--- config.mk ---
export PLATFORM = sky130hd
export DESIGN_NAME = cpu_program_loader
export DESIGN_NICKNAME = d
export VERILOG_FILES = /design/src/rtl/cpu_loader_pkg.sv /design/src/rtl/cpu_program_loader_byte_packer.sv /design/src/rtl/cpu_program_loader.sv
export SDC_FILE = /design/constraint.sdc
export NUM_CORES = 1
export LEC_CHECK = 0
export BUFFER_PORTS_ARGS = -buffer_cell sky130_fd_sc_hd__buf_2
export CAP_MARGIN = 20
export CORE_AREA = 8 8 72 136
export CTS_BUF_LIST = sky130_fd_sc_hd__clkbuf_8 sky130_fd_sc_hd__clkbuf_16
export DETAILED_ROUTE_END_ITERATION = 10
export DIE_AREA = 0 0 80 144
export PLACE_DENSITY = 0.83
export SYNTH_ARGS = -nofsm -noshare
export SYNTH_HDL_FRONTEND = slang
export SYNTH_SLANG_ARGS = --single-unit
--- constraint.sdc ---
create_clock -name clk -period 4.9 [get_ports clk]
set_input_delay 0.245 -clock clk [delete_from_list [all_inputs] [get_ports clk]]
set_output_delay 0.245 -clock clk [all_outputs]
set_load 0.005 [all_outputs]
--- src/rtl/cpu_loader_pkg.sv ---
// Shared definitions for the CPU program loader: FSM encoding and word/byte geometry.
package cpu_loader_pkg;

    localparam int unsigned WORD_W         = 32;
    localparam int unsigned BYTE_W         = 8;
    localparam int unsigned BYTES_PER_WORD = 4;
    localparam int unsigned IDX_W          = $clog2(BYTES_PER_WORD);
    localparam int unsigned STATE_W        = 3;

    typedef enum logic [STATE_W-1:0] {
        ST_IDLE    = 3'd0,
        ST_PRE     = 3'd1,
        ST_LOAD    = 3'd2,
        ST_RELEASE = 3'd3,
        ST_RUN     = 3'd4,
        ST_ERR     = 3'd5
    } state_e;

endpackage

--- src/rtl/cpu_program_loader_byte_packer.sv ---
// Big-endian 8->32 word assembler; a flush on byte_last zero-pads the unfilled low bytes.
module byte_packer
    import cpu_loader_pkg::*;
(
    input  logic              clk,
    input  logic              rst_n,
    input  logic              clear_i,
    input  logic              byte_en_i,
    input  logic [BYTE_W-1:0] byte_data_i,
    input  logic              byte_last_i,
    output logic              word_ready_c_o,
    output logic [WORD_W-1:0] word_c_o
);

    logic [IDX_W-1:0]  idx_q, idx_d;
    logic [WORD_W-1:0] sh_q, sh_d;

    // Word as it would look with the current byte merged in at its big-endian slot.
    always_comb begin
        word_c_o = sh_q;
        case (idx_q)
            2'd0:    word_c_o[31:24] = byte_data_i;
            2'd1:    word_c_o[23:16] = byte_data_i;
            2'd2:    word_c_o[15:8]  = byte_data_i;
            default: word_c_o[7:0]   = byte_data_i;
        endcase
        word_ready_c_o = byte_en_i && ((idx_q == IDX_W'(BYTES_PER_WORD - 1)) || byte_last_i);
    end

    always_comb begin
        idx_d = idx_q;
        sh_d  = sh_q;
        if (clear_i) begin
            idx_d = '0;
            sh_d  = '0;
        end else if (byte_en_i) begin
            if (word_ready_c_o) begin
                idx_d = '0;
                sh_d  = '0;
            end else begin
                idx_d = idx_q + IDX_W'(1);
                sh_d  = word_c_o;
            end
        end
    end

    always_ff @(posedge clk or negedge rst_n) begin
        if (!rst_n) begin
            idx_q <= '0;
            sh_q  <= '0;
        end else begin
            idx_q <= idx_d;
            sh_q  <= sh_d;
        end
    end

endmodule

--- src/rtl/cpu_program_loader.sv ---
// Streams a host byte program into the CPU instruction memory, then releases the CPU from reset.
// Build option: LOADER_CHECKSUM_EN adds a running XOR of emitted words on checksum.
module cpu_program_loader
    import cpu_loader_pkg::*;
#(
    parameter  int unsigned MAX_WORDS  = 64,
    parameter  int unsigned RST_CYCLES = 1,
    localparam int unsigned CNT_W      = $clog2(MAX_WORDS) + 1
) (
    input  logic              clk,
    input  logic              Reset_n,
    input  logic              start,
    input  logic              byte_valid,
    input  logic [BYTE_W-1:0] byte_data,
    input  logic              byte_last,
    output logic              byte_ready,
    output logic              LoadInstructions,
    output logic [WORD_W-1:0] Instruction,
    output logic              CpuReset,
    output logic [CNT_W-1:0]  word_count,
    output logic              busy,
    output logic              done,
    output logic              overflow,
    output logic [WORD_W-1:0] checksum
);

    localparam int unsigned REL_W = (RST_CYCLES > 1) ? $clog2(RST_CYCLES) : 1;

    state_e            state_q, state_d;
    logic              last_q, last_d;
    logic [REL_W-1:0]  rel_q, rel_d;
    logic              ready_q, ready_d;
    logic              load_q, load_d;
    logic [WORD_W-1:0] instr_q, instr_d;
    logic              cpu_rst_q, cpu_rst_d;
    logic [CNT_W-1:0]  wc_q, wc_d;
    logic              busy_q, busy_d;
    logic              done_q, done_d;
    logic              ovf_q, ovf_d;

    logic              accept_c, ovf_hit_c, pack_en_c;
    logic              word_ready_c;
    logic [WORD_W-1:0] word_c;

    assign accept_c  = ready_q && byte_valid;
    assign ovf_hit_c = accept_c && (wc_q == CNT_W'(MAX_WORDS));
    assign pack_en_c = accept_c && !ovf_hit_c;

    byte_packer u_packer (
        .clk            (clk),
        .rst_n          (Reset_n),
        .clear_i        (state_q == ST_PRE),
        .byte_en_i      (pack_en_c),
        .byte_data_i    (byte_data),
        .byte_last_i    (byte_last),
        .word_ready_c_o (word_ready_c),
        .word_c_o       (word_c)
    );

    // Next state; last_q marks the one drain cycle in LOAD where the final word is strobed.
    always_comb begin
        state_d = state_q;
        last_d  = last_q;
        rel_d   = rel_q;
        case (state_q)
            ST_IDLE: if (start) state_d = ST_PRE;
            ST_PRE: begin
                state_d = ST_LOAD;
                last_d  = 1'b0;
            end
            ST_LOAD: begin
                if (ovf_hit_c) begin
                    state_d = ST_ERR;
                end else if (last_q) begin
                    state_d = ST_RELEASE;
                    rel_d   = '0;
                end else if (pack_en_c && byte_last) begin
                    last_d = 1'b1;
                end
            end
            ST_RELEASE: begin
                if (rel_q == REL_W'(RST_CYCLES - 1)) state_d = ST_RUN;
                else                                 rel_d   = rel_q + REL_W'(1);
            end
            ST_RUN:  if (start) state_d = ST_PRE;
            ST_ERR:  if (start) state_d = ST_PRE;
            default: state_d = ST_IDLE;
        endcase
    end

    // Registered outputs follow the state being entered so they line up with state_q.
    always_comb begin
        ready_d   = (state_d == ST_LOAD) && !last_d;
        load_d    = word_ready_c;
        instr_d   = word_ready_c ? word_c : instr_q;
        cpu_rst_d = !((state_d == ST_LOAD) || (state_d == ST_RUN));
        busy_d    = (state_d == ST_PRE) || (state_d == ST_LOAD) || (state_d == ST_RELEASE);
        done_d    = (state_d == ST_RUN);
        ovf_d     = (state_d == ST_ERR);
        wc_d      = wc_q;
        if (state_d == ST_PRE)  wc_d = '0;
        else if (word_ready_c)  wc_d = wc_q + CNT_W'(1);
    end

    always_ff @(posedge clk or negedge Reset_n) begin
        if (!Reset_n) begin
            state_q   <= ST_IDLE;
            last_q    <= 1'b0;
            rel_q     <= '0;
            ready_q   <= 1'b0;
            load_q    <= 1'b0;
            instr_q   <= '0;
            cpu_rst_q <= 1'b1;
            wc_q      <= '0;
            busy_q    <= 1'b0;
            done_q    <= 1'b0;
            ovf_q     <= 1'b0;
        end else begin
            state_q   <= state_d;
            last_q    <= last_d;
            rel_q     <= rel_d;
            ready_q   <= ready_d;
            load_q    <= load_d;
            instr_q   <= instr_d;
            cpu_rst_q <= cpu_rst_d;
            wc_q      <= wc_d;
            busy_q    <= busy_d;
            done_q    <= done_d;
            ovf_q     <= ovf_d;
        end
    end

`ifdef LOADER_CHECKSUM_EN
    logic [WORD_W-1:0] cks_q, cks_d;

    always_comb begin
        cks_d = cks_q;
        if (state_d == ST_PRE)  cks_d = '0;
        else if (word_ready_c)  cks_d = cks_q ^ word_c;
    end

    always_ff @(posedge clk or negedge Reset_n) begin
        if (!Reset_n) cks_q <= '0;
        else          cks_q <= cks_d;
    end

    assign checksum = cks_q;
`else
    assign checksum = '0;
`endif

    assign byte_ready       = ready_q;
    assign LoadInstructions = load_q;
    assign Instruction      = instr_q;
    assign CpuReset         = cpu_rst_q;
    assign word_count       = wc_q;
    assign busy             = busy_q;
    assign done             = done_q;
    assign overflow         = ovf_q;

endmodule
==> summary.txt, run 1 <==
Power
  • Combinational cell fraction of total power: 30.6%
  • Cell-internal power: 1.48 mW
  • Pwr Total: 2.23 mW
  • IR drop worst, VDD: 0.311 mV
  • Switching share of power: 33.7%
  • Switching power: 0.754 mW
  • Clock share of power: 26.4%
  • Leakage power summed over all cells: 2.15 nW
  • Sequential share of power: 43.0%
  • Power density cells: 513 nW/um^2

Worst setup path
  • Required time reported for the critical path endpoint: 5.15 ns
  • Slowest cell delay on critical path: 0.55 ns
  • Slowest cell on crit path: sky130_fd_sc_hd__ha_1
  • Worst r2r path cells: 6
  • Sort of element at the end of the critical path: flop
  • Startpoint Class: flop
  • Total buffers and inverters traversed by the critical path: 1
  • Data arrival time of the critical path: 2.71 ns
  • Crit-path max FO: 44
  • Cells traversed along the worst timing path: ha_1 > o211ai_1 > a21o_2 > buf_12 > or3_1 > a21oi_1
  • Category of cells accounting for the largest share of critical-path delay: compound AO/OA/AOI/OAI gates
  • Worst Setup Path Type: reg -> reg
  • Total number of cells along the worst setup path: 6

Synth
  • Post-Syn Instances: 349
  • Syn Std Cell Area: 3860 um^2
  • Most repeated cell in the gate-level netlist after synthesis: sky130_fd_sc_hd__dfrtp_1
  • Sequential element share of the synthesized area: 53.8%
  • Most used DFF post-synth: sky130_fd_sc_hd__dfrtp_1
  • Count of different cell masters after synthesis: 36
  • Ranking of synthesized cells by area: sky130_fd_sc_hd__dfrtp_1 (53%), sky130_fd_sc_hd__mux2i_1 (8.6%), sky130_fd_sc_hd__a32o_1 (6.2%), sky130_fd_sc_hd__buf_4 (6.2%), sky130_fd_sc_hd__o21ai_0 (5.2%)
  • Flop and latch count out of synthesis: 83
  • Most instantiated cells after synthesis: sky130_fd_sc_hd__dfrtp_1 (82), sky130_fd_sc_hd__nand2_1 (40), sky130_fd_sc_hd__o21ai_0 (40)
  • Number of warnings issued by yosys: 0
  • Share of flip-flops with an asynchronous set or reset: 100%
  • Syn Area/Cell: 11.1 um^2
  • Fraction of synthesized cell area taken by the top area cell type: 53.1%
  • Library cell occupying the most area in the post-synthesis netlist: sky130_fd_sc_hd__dfrtp_1
  • Number of synthesized flops with an enable pin: 0

Timing
  • Final slew viol count: 0
  • Period utilisation layout: 50.1%
  • Setup-failing EPs final: 0
  • Setup slack after layout: 2.44 ns
  • Slew at the pin closest to its max-slew limit: 0.758 ns
  • Remaining max-slew budget at the tightest pin: 49.5%
  • Max frequency: 407 MHz
  • Final worst clock skew: 0.00601 ns
  • Final-layout setup total negative slack: 0 ns
  • RSZ-0062 raised after global routing: false
  • Final worst path period need: 2.46 ns
  • Total count of hold-check failures in the final report: 0

Route
  • Initial DRC Count: 204
  • Vias after detailed routing: 2638
  • Length of routed met2 wiring: 4.00 mm
  • Total wirelength of the detailed-routed design: 8.08 mm
  • Vias/cell: 5.28
  • DRT Pass-1 Iters: 4
  • Wirelength per Cell: 16.2 um
  • DRC viols: 0
  • Count of nets left with antenna violations after detail routing: 0
  • Highest routed layer: met4
  • Routed length on met3: 427 um
  • WL met1: 3.58 mm

Cells and area
  • Diodes inserted: 0
  • Area of all sequential standard cells: 2080 um^2
  • Total of fill cells in the finished design: 720
  • Summed area of non-filler cells in the final layout: 4360 um^2
  • Post-synthesis to final-layout area growth: 12.8%
  • Utilization of the core after routing: 53.7%
  • Number of nets in the finished design: 416
  • Layout cells sized above 1: 19.9%
  • Multi-input gate area in the final layout: 1520 um^2

GRT
  • Largest net degree at the start of global routing: 84
  • Total global-route track usage: 14.5%
  • Vias in the first global route: 2645
  • First-pass GRT wire length: 13.3 mm
  • Gr ovfl total: 0
  • Initial antenna violation count: 0

Clocking
  • Maximum buffer depth of the clock tree: 2
  • Cell chosen for the clock root: sky130_fd_sc_hd__clkbuf_16
  • Clock Latency Late Sink: 0.33 ns
  • H-tree level count: 3
  • Clock slew at reported path FFs: 0.06 ns
  • # clock sinks: 83
  • Clock tree from TritonCTS: yes
  • Number of buffers added by the clock tree synthesis step: 9
  • Post-CTS setup buffer count: 0

Place
  • Placer Congestion: 0.810
  • Post-DP HPWL: 5.45 mm
  • Post-place instance area: 4040 um^2
  • Minimum setup slack after placement: 2.14 ns
  • Count of buffers from port buffering: 57

Floorplan
  • Y dimension of the die: 144 um
  • Initial cell density of the core: 47.6%
  • Floorplan die width: 80 um
  • Placeable core region: 8120 um^2
  • Top-Level Pins: 90
  • Standard-cell row count: 47
  • Total die area: 11500 um^2

Worst hold path
  • Worst min-delay path category: in -> reg
  • Number of cells traversed by the worst hold path: 3

Status
  • Run status: finished, final reports clean

Job
  • Max-Cap Viols: 0
[placed cells by master, fill, tap and decap left out, types with 7 or more instances in the layout]
cell type                   Yosys  routed
sky130_fd_sc_hd__dfrtp_1       82      82
sky130_fd_sc_hd__buf_2          7      56
sky130_fd_sc_hd__o21ai_0       40      40
sky130_fd_sc_hd__nand2_1       40      40
sky130_fd_sc_hd__mux2i_1       33      33
sky130_fd_sc_hd__conb_1         1      32
sky130_fd_sc_hd__a32o_1        24      24
sky130_fd_sc_hd__and3_1         9       9
sky130_fd_sc_hd__clkbuf_16      0       9
sky130_fd_sc_hd__inv_1          7       8
sky130_fd_sc_hd__nor2_1         7       7
sky130_fd_sc_hd__or3_1          7       7
[sequential cells by signal, summed over array words and instances (netlist names)]
| register | cells |
|---|---|
| CpuReset | 1 |
| Instruction | 32 |
| LoadInstructions | 1 |
| busy | 1 |
| byte_ready | 1 |
| done | 1 |
| last_q | 1 |
| overflow | 1 |
| state_q | 3 |
| u_packer.idx_q | 2 |
| u_packer.sh_q | 32 |
| word_count | 7 |
[cells by family after synthesis]
family          Yosys count  synth area share, %
flops                    83                 53.8
compound gates           81                 14.5
simple gates             81                 10.6
buf+inv                  61                 9.85
mux                      33                 8.55
fa+ha+maj                 6                 1.94
xor+xnor                  3                0.680
other cells               1               0.0971
[layout make-up]
cell class | count | share of cell area, %
Clock buffer | 9 | 5.17
Clock inverter | 7 | 0.833
Inverter | 7 | 0.603
Multi-Input combinational cell | 236 | 34.9
Sequential cell | 83 | 47.7
Tap cell | 98 | 2.82
Timing Repair Buffer | 60 | 7.93
[per-layer routing]
layer  vias up  track usage [%]
li1       1272                -
met1      1291             19.7
met2        68             22.7
met3         7             3.30
met4         0             3.86
met5         -                0
[tightest hold or removal path, cell delays in order]
cell and delay (ns):
sky130_fd_sc_hd__buf_2 0.14, sky130_fd_sc_hd__nand3_1 0.09, sky130_fd_sc_hd__nand2_1 0.05
[power groups by stage]
stage | logic (mW) | registers [mW] | clock network (mW)
3_3_place_gp | 0.665 | 0.960 | 0
2_1_floorplan | 0.470 | 0.963 | 0
5_1_grt | 0.770 | 0.986 | 0.629
6_report | 0.685 | 0.961 | 0.589
3_5_place_dp | 0.681 | 0.971 | 0
4_1_cts | 0.685 | 0.962 | 0.598
[final timing paths]
| kind | startpoint | to | slack, ns |
|---|---|---|---|
| worst max-delay path | u_packer.idx_q[0]$_DFFE_PN0P_ | word_count[2]$_DFFE_PN0P_ | 2.44 |
| worst min-delay path | byte_last | last_q$_DFF_PN0_ | 0.24 |
| worst max register to register | u_packer.idx_q[0]$_DFFE_PN0P_ | word_count[2]$_DFFE_PN0P_ | 2.44 |
| worst min register to register | Instruction[18]$_DFFE_PN0P_ | Instruction[18]$_DFFE_PN0P_ | 0.47 |
| max in group asynchronous | Reset_n | u_packer.sh_q[24]$_DFFE_PN0P_ | 3.95 |
| min in group asynchronous | Reset_n | overflow$_DFF_PN0_ | 0.37 |
[metrics by stage]
stage / hold WS [ns] / std cells
6_report: 0.240 / 500
5_1_grt: 0.277 / 500
4_1_cts: 0.129 / 497
3_5_place_dp: 0.465 / 481
3_3_place_gp: 0.457 / 481
2_1_floorplan: -0.0506 / 380
[what timing repair did]
item,4_1_cts,5_1_grt
endpoints found under the hold margin,0,24
hold buffers,0,1
resized for setup,0,0
Power figures use the tool's default switching activity.
==> run 2: changes to the inputs <==
--- a/config.mk
+++ b/config.mk
@@ -7,11 +7,11 @@
 export LEC_CHECK = 0
 export BUFFER_PORTS_ARGS = -buffer_cell sky130_fd_sc_hd__buf_2
 export CAP_MARGIN = 20
-export CORE_AREA = 8 8 72 136
+export CORE_AREA = 8 8 73 138
 export CTS_BUF_LIST = sky130_fd_sc_hd__clkbuf_8 sky130_fd_sc_hd__clkbuf_16
 export DETAILED_ROUTE_END_ITERATION = 10
-export DIE_AREA = 0 0 80 144
-export PLACE_DENSITY = 0.83
+export DIE_AREA = 0 0 81 146
+export PLACE_DENSITY = 0.84
 export SYNTH_ARGS = -nofsm -noshare
 export SYNTH_HDL_FRONTEND = slang
 export SYNTH_SLANG_ARGS = --single-unit
==> constraint.sdc (replaced) <==
create_clock -name clk -period 2 [get_ports clk]
set_input_delay 0.1 -clock clk [delete_from_list [all_inputs] [get_ports clk]]
set_output_delay 0.1 -clock clk [all_outputs]
set_load 0.005 [all_outputs]
==> summary.txt, run 2 (synthesized netlist as in run 1, its figures left out) <==
Timing
  • Final worst clock skew: 0.00524 ns (-0.000772 ns)
  • Slew at the pin closest to its max-slew limit: 0.545 ns (-0.213 ns)
  • Total count of hold-check failures in the final report: 0 (unchanged)
  • Period utilisation layout: 92.1% (+42 points)
  • Final-layout setup total negative slack: 0 ns (unchanged)
  • RSZ-0062 raised after global routing: false
  • Final worst path period need: 1.84 ns (-0.613 ns)
  • Remaining max-slew budget at the tightest pin: 63.7% (+14 points)
  • Final Hold Slack: 0.102 ns (-0.139 ns)
  • Setup-failing EPs final: 0 (unchanged)
  • Final slew viol count: 0 (unchanged)
  • Max frequency: 543 MHz (+33%)

Clocking
  • Cell chosen for the clock root: sky130_fd_sc_hd__clkbuf_16
  • Clock Latency Late Sink: 0.34 ns (about the same)
  • Maximum buffer depth of the clock tree: 2 (unchanged)
  • # clock sinks: 83 (unchanged)
  • Post-CTS setup buffer count: 0 (unchanged)
  • Clock tree from TritonCTS: yes
  • Clock slew at reported path FFs: 0.06 ns (about the same)
  • H-tree level count: 3 (unchanged)
  • Number of buffers added by the clock tree synthesis step: 9 (unchanged)

Floorplan
  • Standard-cell row count: 47 (unchanged)
  • Placeable core region: 8230 um^2 (+1.4%)
  • Floorplan die width: 81 um (+1.3%)
  • Top-Level Pins: 90 (unchanged)
  • Total die area: 11800 um^2 (+2.7%)
  • Y dimension of the die: 146 um (+1.4%)
  • Initial cell density of the core: 46.9% (-0.68 points)

Worst setup path
  • Slowest cell delay on critical path: 0.41 ns (-0.14 ns)
  • Worst Setup Path Type: reg -> reg
  • Category of cells accounting for the largest share of critical-path delay: simple AND/OR/NAND/NOR gates
  • Data arrival time of the critical path: 2.07 ns (-0.64 ns)
  • Total buffers and inverters traversed by the critical path: 1 (unchanged)
  • Sort of element at the end of the critical path: flop
  • Slowest cell on crit path: sky130_fd_sc_hd__dfrtp_1
  • Cells traversed along the worst timing path: inv_1 > ha_1 > nor2b_1 > a21oi_4 > and3_4 > a32o_1
  • Crit-path max FO: 24 (-45%)
  • Required time reported for the critical path endpoint: 2.22 ns (-2.93 ns)
  • Startpoint Class: flop

Cells and area
  • Leading cell types in the layout, fill and taps excluded: sky130_fd_sc_hd__dfrtp_1 (82), sky130_fd_sc_hd__buf_2 (56), sky130_fd_sc_hd__o21ai_0 (40), sky130_fd_sc_hd__nand2_1 (40), sky130_fd_sc_hd__mux2i_1 (33)
  • Number of nets in the finished design: 429 (+3.1%)
  • Most common cell after layout, fill and taps aside: sky130_fd_sc_hd__dfrtp_1
  • Layout cells sized above 1: 22.7% (+2.8 points)
  • Diodes inserted: 0 (unchanged)
  • Total of fill cells in the finished design: 704 (-2.2%)
  • Post-synthesis to final-layout area growth: 15.4%

Route
  • DRT Pass-1 Iters: 4 (unchanged)
  • Vias after detailed routing: 2776 (+5.2%)
  • Vias/cell: 5.41 (+2.6%)
  • Initial DRC Count: 143 (-30%)
  • DRC viols: 0 (unchanged)
  • Total wirelength of the detailed-routed design: 8.82 mm (+9.1%)
  • Count of nets left with antenna violations after detail routing: 0 (unchanged)
  • Wirelength per Cell: 17.2 um (+6.4%)

Power
  • Combinational cell fraction of total power: 31.3% (+0.7 points)
  • Cell-internal power: 3.78 mW (+160%)
  • Switching power: 1.94 mW (+160%)
  • Sequential share of power: 41.2% (-1.8 points)
  • Switching share of power: 33.9% (+0.18 points)
  • Power density cells: 1280 nW/um^2 (+150%)
  • IR drop worst, VDD: 0.545 mV (+76%)
  • Clock share of power: 27.6% (+1.2 points)
  • Leakage power summed over all cells: 2.20 nW (+2.4%)

GRT
  • Largest net degree at the start of global routing: 44 (-48%)
  • Vias in the first global route: 2877 (+8.8%)
  • Initial antenna violation count: 0 (unchanged)
  • First-pass GRT wire length: 14.0 mm (+5.5%)
  • Total global-route track usage: 15.5% (+0.98 points)
  • Gr ovfl total: 0 (unchanged)

Worst hold path
  • Worst min-delay path category: in -> reg

Place
  • Placer Congestion: 0.813 (+0.38%)
  • Count of buffers from port buffering: 57 (unchanged)
  • Post-DP HPWL: 6.64 mm (+22%)

Status
  • Run status: finished, final reports clean

Job
  • Max-Cap Viols: 0 (unchanged)
-- run 2: cell types whose count changed in the layout (fill, tap and decap cells not counted), sizes merged --
cell      previous run  this run
buf                 59        72
inv                  8         7
clkinv               5         3
clkinvlp             1         2
clkbuf               9        11
-- run 2: area by class of cell --
| type | count | area, um^2 | area share [%] |
|---|---|---|---|
| Sequential cell | 83 | 2080 | 46.6 |
| Multi-Input combinational cell | 236 | 1530 | 34.3 |
| Inverter | 7 | 26.3 | 0.590 |
| Clock inverter | 5 | 37.5 | 0.842 |
| Tap cell | 98 | 123 | 2.75 |
| Timing Repair Buffer | 73 | 410 | 9.21 |
| Clock buffer | 11 | 253 | 5.67 |
-- run 2: path summary, 6_finish.rpt --
| check | from | endpoint | slack (ns) | cells past startpoint |
|---|---|---|---|---|
| worst min register to register | Instruction[23]$_DFFE_PN0P_ | Instruction[23]$_DFFE_PN0P_ | 0.48 | 2 |
| min in group asynchronous | Reset_n | u_packer.sh_q[27]$_DFFE_PN0P_ | 0.29 | 2 |
| worst max-delay path | word_count[1]$_DFFE_PN0P_ | u_packer.sh_q[28]$_DFFE_PN0P_ | 0.16 | 6 |
| worst min-delay path | byte_last | last_q$_DFF_PN0_ | 0.10 | 3 |
| max in group asynchronous | Reset_n | CpuReset$_DFF_PN1_ | 0.98 | 3 |
| worst max register to register | word_count[1]$_DFFE_PN0P_ | u_packer.sh_q[28]$_DFFE_PN0P_ | 0.16 | 6 |
-- run 2: power by group through the flow --
stage / logic, mW / registers (mW) / clock network [mW]
floorplan: 1.15 / 2.36 / 0
global placement: 1.73 / 2.35 / 0
detailed placement: 1.80 / 2.38 / 0
CTS: 1.81 / 2.35 / 1.60
global route: 2.00 / 2.41 / 1.67
finish: 1.79 / 2.36 / 1.58
-- run 2: timing repair --
action	in CTS	in global routing
hold endpoints to repair	40	0
hold buffers	1	0
resized for setup	0	1
setup endpoints to repair	0	24
-- run 2: worst register-to-register path, cell delays in order (launching register included) --
cell and delay, ns:
sky130_fd_sc_hd__dfrtp_1 0.41, sky130_fd_sc_hd__inv_1 0.10, sky130_fd_sc_hd__ha_1 0.13, sky130_fd_sc_hd__nor2b_1 0.32
sky130_fd_sc_hd__a21oi_4 0.16, sky130_fd_sc_hd__and3_4 0.31, sky130_fd_sc_hd__a32o_1 0.30
-- run 2: through the flow --
step	power [mW]	area, um^2	cells	util (%)	setup slack (ns)
finish	5.73	4460	513	54.1	0.157
global route	6.07	4460	513	54.1	0.0218
CTS	5.77	4450	513	54.0	0.0744
detailed placement	4.18	4150	496	50.4	0.0905
global placement	4.08	4150	496	50.4	0.183
floorplan	3.51	3980	380	-	0.200
-- run 2: per-layer routing --
metal | up-vias | GRT usage (%) | share of wire [%] | wire length (um)
met5 | - | 0 | 0 | 0
met4 | 0 | 9.28 | 3.9 | 346
li1 | 1298 | - | - | -
met2 | 98 | 27.3 | 54 | 4760
met1 | 1362 | 15.6 | 35 | 3120
met3 | 18 | 3.77 | 6.7 | 593
==> run 3: changes to the inputs <==
--- a/config.mk
+++ b/config.mk
@@ -7,11 +7,11 @@
 export LEC_CHECK = 0
 export BUFFER_PORTS_ARGS = -buffer_cell sky130_fd_sc_hd__buf_2
 export CAP_MARGIN = 20
-export CORE_AREA = 8 8 73 138
+export CORE_AREA = 8 8 117 87
 export CTS_BUF_LIST = sky130_fd_sc_hd__clkbuf_8 sky130_fd_sc_hd__clkbuf_16
 export DETAILED_ROUTE_END_ITERATION = 10
-export DIE_AREA = 0 0 81 146
-export PLACE_DENSITY = 0.84
+export DIE_AREA = 0 0 125 95
+export PLACE_DENSITY = 0.83
 export SYNTH_ARGS = -nofsm -noshare
 export SYNTH_HDL_FRONTEND = slang
 export SYNTH_SLANG_ARGS = --single-unit
==> summary.txt, run 3 (synthesized netlist as in run 1, its figures left out) <==
Status
  • Run status: finished, final reports clean

GRT
  • Gr ovfl total: 0 (unchanged)
  • Total global-route track usage: 14.8% (-0.69 points)
  • Initial antenna violation count: 0 (unchanged)
  • Largest net degree at the start of global routing: 73 (+66%)
  • Vias in the first global route: 2698 (-6.2%)
  • First-pass GRT wire length: 14.1 mm (+1.0%)

Route
  • Wirelength per Cell: 17.0 um (-0.89%)
  • Count of nets left with antenna violations after detail routing: 0 (unchanged)
  • DRC viols: 0 (unchanged)
  • Vias/cell: 5.37 (-0.82%)
  • Initial DRC Count: 180 (+26%)
  • Total wirelength of the detailed-routed design: 8.78 mm (-0.50%)
  • Vias after detailed routing: 2764 (-0.43%)
  • DRT Pass-1 Iters: 4 (unchanged)

Cells and area
  • Post-synthesis to final-layout area growth: 15.5%
  • Most common cell after layout, fill and taps aside: sky130_fd_sc_hd__dfrtp_1
  • Summed area of non-filler cells in the final layout: 4460 um^2 (+0.11%)
  • Area of all sequential standard cells: 2080 um^2 (unchanged)
  • Multi-input gate area in the final layout: 1540 um^2 (+0.74%)
  • Leading cell types in the layout, fill and taps excluded: sky130_fd_sc_hd__dfrtp_1 (82), sky130_fd_sc_hd__buf_2 (56), sky130_fd_sc_hd__o21ai_0 (40), sky130_fd_sc_hd__nand2_1 (40), sky130_fd_sc_hd__mux2i_1 (33)
  • Number of nets in the finished design: 424 (-1.2%)
  • Utilization of the core after routing: 54.0% (-0.17 points)
  • Diodes inserted: 0 (unchanged)
  • Total of fill cells in the finished design: 724 (+2.8%)
  • Layout cells sized above 1: 22.0% (-0.70 points)

Worst setup path
  • Data arrival time of the critical path: 2.13 ns (+0.06 ns)
  • Worst Setup Path Type: reg -> reg
  • Sort of element at the end of the critical path: flop
  • Startpoint Class: flop
  • Crit-path max FO: 12 (-50%)
  • Internal reg-to-reg setup slack: 0.14 ns (-0.02 ns)
  • Required time reported for the critical path endpoint: 2.27 ns (+0.05 ns)

Timing
  • Remaining max-slew budget at the tightest pin: 62.0% (-1.7 points)
  • Max frequency: 538 MHz (-0.92%)
  • Slew at the pin closest to its max-slew limit: 0.568 ns (+0.0233 ns)
  • Final worst path period need: 1.86 ns (+0.0172 ns)
  • Final Hold Slack: 0.0951 ns (-0.00672 ns)
  • Final slew viol count: 0 (unchanged)
  • Final-layout setup total negative slack: 0 ns (unchanged)
  • Total count of hold-check failures in the final report: 0 (unchanged)
  • Period utilisation layout: 93.0% (+0.86 points)
  • RSZ-0062 raised after global routing: false
  • Setup-failing EPs final: 0 (unchanged)
  • Final worst clock skew: 0.00590 ns (+0.000657 ns)

Power
  • Pwr Total: 5.76 mW (+0.53%)
  • Power density cells: 1290 nW/um^2 (+0.41%)
  • Leakage power summed over all cells: 2.20 nW (about the same)
  • IR drop worst, VDD: 0.524 mV (-4.0%)

Floorplan
  • Total die area: 11900 um^2 (+0.41%)
  • Y dimension of the die: 95 um (-35%)
  • Floorplan die width: 125 um (+54%)
  • Standard-cell row count: 28 (-40%)
  • Top-Level Pins: 90 (unchanged)
  • Initial cell density of the core: 46.7% (-0.20 points)
  • Placeable core region: 8270 um^2 (+0.43%)

Clocking
  • Clock slew at reported path FFs: 0.06 ns (about the same)
  • # clock sinks: 83 (unchanged)
  • Clock tree from TritonCTS: yes
  • Maximum buffer depth of the clock tree: 2 (unchanged)
  • Number of buffers added by the clock tree synthesis step: 9 (unchanged)
  • Clock Latency Late Sink: 0.33 ns (about the same)
  • Cell chosen for the clock root: sky130_fd_sc_hd__clkbuf_16
  • H-tree level count: 3 (unchanged)

Place
  • Post-place instance area: 4140 um^2 (-0.27%)
  • Post-DP HPWL: 6.03 mm (-9.1%)
  • Placer Congestion: 0.805 (-0.95%)
  • Count of buffers from port buffering: 57 (unchanged)

Job
  • Max-Cap Viols: 0 (unchanged)

Worst hold path
  • Worst min-delay path category: in -> reg
-- run 3: cell count changes in the layout (fill, tap and decap cells not counted), sizes merged --
| cell | previous run | this run |
|---|---|---|
| clkbuf | 11 | 10 |
| clkinvlp | 2 | 1 |
| and3 | 10 | 11 |
| bufinv | 0 | 1 |
| inv | 7 | 8 |
| buf | 72 | 66 |
-- run 3: through the flow --
step	setup WS (ns)	cells
after global routing	0.0156	515
after floorplan	0.200	380
after CTS	0.0748	514
final	0.140	515
after global placement	0.199	497
after detailed placement	0.0877	497
-- run 3: final timing paths --
path,from,end,depth (start not counted)
setup / recovery,word_count[0]$_DFFE_PN0P_,u_packer.sh_q[13]$_DFFE_PN0P_,6
hold / removal,byte_last,last_q$_DFF_PN0_,3
setup reg to reg,word_count[0]$_DFFE_PN0P_,u_packer.sh_q[13]$_DFFE_PN0P_,6
hold reg to reg,Instruction[10]$_DFFE_PN0P_,Instruction[10]$_DFFE_PN0P_,2
max in group asynchronous,Reset_n,u_packer.sh_q[27]$_DFFE_PN0P_,3
min in group asynchronous,Reset_n,busy$_DFF_PN0_,2
-- run 3: worst max-delay path: stages (launching register included) --
cell	delay, ns
sky130_fd_sc_hd__dfrtp_1	0.42
sky130_fd_sc_hd__inv_1	0.08
sky130_fd_sc_hd__ha_1	0.19
sky130_fd_sc_hd__nor2b_1	0.16
sky130_fd_sc_hd__a21oi_2	0.36
sky130_fd_sc_hd__and3_4	0.38
sky130_fd_sc_hd__a32o_1	0.19
-- run 3: final cells by class --
cell class | instances | area share (%)
tap | 105 | 2.94
clock buffer | 10 | 5.36
sequential | 83 | 46.6
inverter | 7 | 0.589
timing repair buffer | 67 | 8.75
clock inverter | 6 | 1.26
multi-input combinational | 237 | 34.5
-- run 3: power breakdown --
part | internal [mW] | switching, mW | total [mW]
Combinational | 0.751 | 1.02 | 1.77
Sequential | 2.10 | 0.257 | 2.36
Clock | 0.989 | 0.644 | 1.63
-- run 3: timing repair --
item | CTS | global route
setup buffers | 0 | 0
endpoints found under the setup margin | 0 | 15
hold buffers | 1 | 0
gates resized for setup | 0 | 3
endpoints found under the hold margin | 33 | 0
-- run 3: layer usage --
metal  global-route usage [%]  part of all wire [%]  vias up
met4                     3.53                  0.56        0
met2                     23.5                    46       82
li1                         -                     -     1298
met3                     6.30                   8.1        5
met5                        0                     0        -
met1                     18.6                    45     1379
